==> config.mk <==
export PLATFORM = sky130hd
export DESIGN_NAME = t05_huffman_decoder
export DESIGN_NICKNAME = d
export VERILOG_FILES = /design/src/rtl/t05_huffman_decoder.sv
export SDC_FILE = /design/constraint.sdc
export NUM_CORES = 1
export LEC_CHECK = 0
export BUFFER_PORTS_ARGS = -buffer_cell sky130_fd_sc_hd__buf_2
export CELL_PAD_IN_SITES_DETAIL_PLACEMENT = 1
export CELL_PAD_IN_SITES_GLOBAL_PLACEMENT = 1
export CORE_MARGIN = 2
export CORE_UTILIZATION = 40
export DETAILED_ROUTE_END_ITERATION = 8
export PLACE_DENSITY_LB_ADDON = 0.08
export SLEW_MARGIN = 10
export SYNTH_ARGS = -nofsm -noshare
export SYNTH_HDL_FRONTEND = slang
export SYNTH_SLANG_ARGS = --single-unit
==> constraint.sdc <==
create_clock -name clk -period 7.8 [get_ports clk]
set_input_delay 2.34 -clock clk [delete_from_list [all_inputs] [get_ports clk]]
set_output_delay 2.34 -clock clk [all_outputs]
set_load 0.05 [all_outputs]
==> src/rtl/t05_huffman_decoder.sv <==
// Huffman bitstream decoder: walks the node-SRAM tree one bit per handshake
// and emits one character per leaf reached, using a cached root to avoid re-reads.
module t05_huffman_decoder #(
    parameter logic [3:0]  DECODE_STATE = 4'd8,
    parameter int unsigned CNT_W        = 32
) (
    input  logic             clk,
    input  logic             rst,
    input  logic [3:0]       en_state,
    input  logic [6:0]       root_index,
    input  logic [CNT_W-1:0] total_chars,
    input  logic             bit_in,
    input  logic             bit_valid,
    output logic             bit_ready,
    output logic             mem_rd,
    output logic [6:0]       mem_addr,
    input  logic [63:0]      mem_rdata,
    input  logic             mem_ack,
    output logic [7:0]       char_out,
    output logic             char_valid,
    output logic [CNT_W-1:0] char_count,
    output logic [CNT_W-1:0] bit_count,
    output logic             err,
    output logic             fin_state
);

    typedef enum logic [2:0] {
        S_IDLE,
        S_FETCH,
        S_WAIT,
        S_BIT,
        S_EMIT,
        S_DONE,
        S_ERR
    } state_t;

    state_t           state, state_n;
    logic             enabled;
    logic [8:0]       cur_left, cur_right;
    logic [8:0]       root_left, root_right;
    logic [8:0]       child;
    logic             root_flag;
    logic [CNT_W-1:0] total_q;
    logic             unused_rdata;

    assign enabled      = (en_state == DECODE_STATE);
    assign bit_ready    = (state == S_BIT);
    assign child        = bit_in ? cur_right : cur_left;
    assign unused_rdata = ^mem_rdata[63:18];

    always_comb begin
        state_n = state;
        if (state != S_IDLE && !enabled) begin
            state_n = S_IDLE;
        end else begin
            case (state)
                S_IDLE:  if (enabled) state_n = (total_chars == '0) ? S_DONE : S_FETCH;
                S_FETCH: state_n = S_WAIT;
                S_WAIT:  if (mem_ack) state_n = S_BIT;
                S_BIT: begin
                    if (bit_valid) begin
                        if (!child[8])      state_n = S_EMIT;
                        else if (!child[7]) state_n = S_FETCH;
                        else                state_n = S_ERR;
                    end
                end
                // char_count already holds the post-increment value here
                S_EMIT:  state_n = (char_count == total_q) ? S_DONE : S_BIT;
                S_DONE:  state_n = S_DONE;
                S_ERR:   state_n = S_ERR;
                default: state_n = S_IDLE;
            endcase
        end
    end

    always_ff @(posedge clk or posedge rst) begin
        if (rst) begin
            state      <= S_IDLE;
            mem_rd     <= 1'b0;
            mem_addr   <= '0;
            char_out   <= '0;
            char_valid <= 1'b0;
            char_count <= '0;
            bit_count  <= '0;
            err        <= 1'b0;
            fin_state  <= 1'b0;
            cur_left   <= '0;
            cur_right  <= '0;
            root_left  <= '0;
            root_right <= '0;
            root_flag  <= 1'b0;
            total_q    <= '0;
        end else begin
            state      <= state_n;
            mem_rd     <= (state_n == S_FETCH);
            char_valid <= (state_n == S_EMIT);
            fin_state  <= (state_n == S_DONE) || (state_n == S_ERR);
            err        <= (state_n == S_ERR);

            if (enabled) begin
                case (state)
                    S_IDLE: begin
                        total_q    <= total_chars;
                        char_count <= '0;
                        bit_count  <= '0;
                        root_flag  <= 1'b1;
                        mem_addr   <= root_index;
                    end
                    S_WAIT: begin
                        if (mem_ack) begin
                            cur_left  <= mem_rdata[17:9];
                            cur_right <= mem_rdata[8:0];
                            if (root_flag) begin
                                root_left  <= mem_rdata[17:9];
                                root_right <= mem_rdata[8:0];
                            end
                        end
                    end
                    S_BIT: begin
                        if (bit_valid) begin
                            bit_count <= bit_count + 1'b1;
                            if (!child[8]) begin
                                char_out   <= child[7:0];
                                char_count <= char_count + 1'b1;
                            end else if (!child[7]) begin
                                mem_addr  <= child[6:0];
                                root_flag <= 1'b0;
                            end
                        end
                    end
                    S_EMIT: begin
                        cur_left  <= root_left;
                        cur_right <= root_right;
                    end
                    default: ;
                endcase
            end
        end
    end

endmodule

==> results.tsv <==
stage	metric	value	unit
critical_path	worst r2r dst	mem_rd	
sta	Slew @ Worst Pin	1.003	ns
global_routing	largest net degree at the start of global routing	97	
die	initial core utilization	0.4080	
hold_path	Hold Crit Class	reg -> reg	
routing	vias	6540	
placed_design	Inst Count DP	1157	
yosys	most common flop cell mapped by yosys	dfrtp_1	
placed_design	GP Congestion	0.7915	
global_routing	GR Overflow Total	0	
global_routing	Tot GR Track Use	0.2275	
sta	Fmax	203.6	MHz
global_routing	initial antenna violation count	1	
routing	Routed WL per cell	18.73	um
layout	Final Util	0.4889	
pwr	PD cells	279.3	nW/um^2
sta	hold slack	0.4779	ns
pwr	leak pwr	4.667	nW
pwr	Power Total	2.563	mW
yosys	YS warnings	0	
routing	Post-DRT Antenna Nets	0	
critical_path	Setup crit end kind	output pin	
clock_tree	clock sinks	155	
critical_path	reg-to-reg slack, setup	4.50	ns
sta	skew final	0.01063	ns
yosys	mean post-synth cell area	9.419	um^2
clock_tree	Root Buffer	clkbuf_16	
routing	First-pass DRT Iterations	4	
critical_path	Max stage delay on crit path	0.70	ns
sta	Period minus WS final	4.911	ns
placed_design	post-DP HPWL	15700	um
yosys	mapped cell area	7657	um^2
layout	Final #Nets	1056	
sta	unrepaired setup endpoints after global routing	no	
die	full die area	20270	um^2
routing	DR DRC count	0	
yosys	synthesis-stage register bit count	155	
clock_tree	clock slew at reported path FFs	0.06	ns
critical_path	crit-path cells	nand3b_1 -> clkinv_1 -> buf_2	
sta	Final Max Slew Viols	0	
flow_run	# Max-Cap Violations	0	
die	site row count	50	
die	DIE HEIGHT	142.4	um
critical_path	CP max-delay cell	dfrtp_1	
global_routing	first-pass GRT wire length	36160	um
critical_path	RR Startpoint	state[2]	
sta	final setup fails	0	
sta	Slew Limit Headroom	0.3296	
layout	commonest non-fill, non-tap cell in the layout	dfrtp_1	
sta	Fin. Hold Viols	0	
yosys	Synth cell types	54	
clock_tree	cells resized by post-CTS repair	0	
die	top-level I/O count	196	
yosys	register area share after synthesis	0.5065	
clock_tree	CTS Buffer Depth	2	
critical_path	startpoint types	flip-flop	
clock_tree	Worst-Skew Late Latency	0.43	ns
layout	count of non-filler cells in the finished layout	1189	
sta	Period Utilization, post-route	0.6296	
clock_tree	CTS tree	done	
routing	Detailed Route WL	22270	um
critical_path	crit path from	state[2]	
critical_path	crit path kind	reg -> out	
sta	Setup TNS	0	ns
outcome	status	finished, final reports clean	
die	floorplan core area	18770	um^2
pwr	maximum vdd drop	185.4	uV
critical_path	CP Capture Point	bit_ready	
clock_tree	CTS Hold Bufs	0	
yosys	number of flops mapped to enable cells by yosys	0	
routing	initial drt markers	256	
layout	Layout area overhead	19.82	%
yosys	Synth async-reset ratio	1.000	
clock_tree	# Post-CTS Setup Buffers	0	
routing	vias per inst	5.500	
yosys	Gate Count Post-Synth	813	
critical_path	crit path max fanout	18	
yosys	Mapped Nets	927	
critical_path	Critical Path AT	2.57	ns
layout	most frequent cells in the layout	dfrtp_1, nand2_1, buf_2	
global_routing	vias in the first global route	6804	
critical_path	CP Data Required Time	5.46	ns
placed_design	count of input and output buffers	149	
critical_path	worst reg2reg path depth	6	
clock_tree	number of buffers created by CTS	17	
clock_tree	H-tree Lvls	4	
die	die width	142.4	um
layout	ratio of cells with drive above 1 in the final layout	0.2233	
[power breakdown]
part | internal [mW] | switching [mW]
Sequential | 0.984 | 0.138
Combinational | 0.209 | 0.395
Clock | 0.492 | 0.346
[layout make-up]
| class | instances | area, um^2 |
|---|---|---|
| antenna | 1 | 2.502 |
| inverter | 8 | 35.03 |
| tap | 234 | 292.8 |
| clock inverter | 11 | 135.1 |
| timing repair buffer | 155 | 790.8 |
| sequential | 155 | 3879 |
| multi-input combinational | 605 | 3583 |
| clock buffer | 20 | 456.7 |
| fill | 2192 | 9593 |
[state kept, by name (all words and copies together) (netlist names), 7 cells and up]
signal / flops
cur_right: 9
total_q: 32
cur_left: 9
root_left: 9
root_right: 9
bit_count: 32
char_out: 8
mem_addr: 7
char_count: 32
[worst min-delay path by stage]
stage | cells past startpoint | slack [ns] | endpoint | startpoint
6_report | 2 | 0.48 | mem_addr[4] | mem_addr[4]
5_1_grt | 2 | 0.50 | mem_addr[4] | mem_addr[4]
4_1_cts | 2 | 0.48 | mem_addr[4] | mem_addr[4]
3_5_place_dp | 2 | 0.47 | char_out[5] | char_out[5]
3_3_place_gp | 2 | 0.46 | mem_addr[0] | mem_addr[0]
2_1_floorplan | 2 | 0.45 | root_flag | root_flag
[critical path, delay by kind of cell (launching register included)]
family        cells  cell delay [ns]
buf+inv           2             0.81
simple gates      1             0.63
flops             1             0.70
[synth_stat cells (all sizes together) (7+ instances only)]
cell type	n	area [um^2]
o21ai	31	155.2
a21oi	50	250.2
nor3	14	75.07
inv	7	26.28
nand3	23	115.1
xnor2	23	201.4
clkbuf	38	145.1
mux2i	28	280.3
nor4	26	162.7
buf	7	30.02
or4	12	90.09
o31ai	14	105.1
mux2	18	202.7
dfrtp	155	3879
nand2	152	570.6
nor2	72	270.3
or3	12	75.07
and3	15	93.84
nand4	23	143.9
xor2	40	350.3
[cell families after synthesis]
group,count (synthesis),share of synthesized area
multiplexers,46,0.06307
flip-flops,155,0.5065
buffers and inverters,53,0.02680
XOR/XNOR,63,0.07206
AO/OA/AOI/OAI,114,0.08856
adder cells (fa/ha/maj),2,0.003267
AND/OR/NAND/NOR,380,0.2397
[metal layers]
metal	global-route usage	wire length (um)
met1	0.3082	10250
met2	0.3783	10920
met3	0.04610	898
met4	0.05315	206
met5	0	0
[stage by stage]
stage / instance area [um^2] / worst slack [ns]
after floorplan: 7657 / 1.282
after global placement: 8581 / 2.585
after detailed placement: 8581 / 2.494
after CTS: 9173 / 2.872
after global routing: 9173 / 2.674
final: 9175 / 2.889
Note: power is estimated with default switching activity, not from simulation.
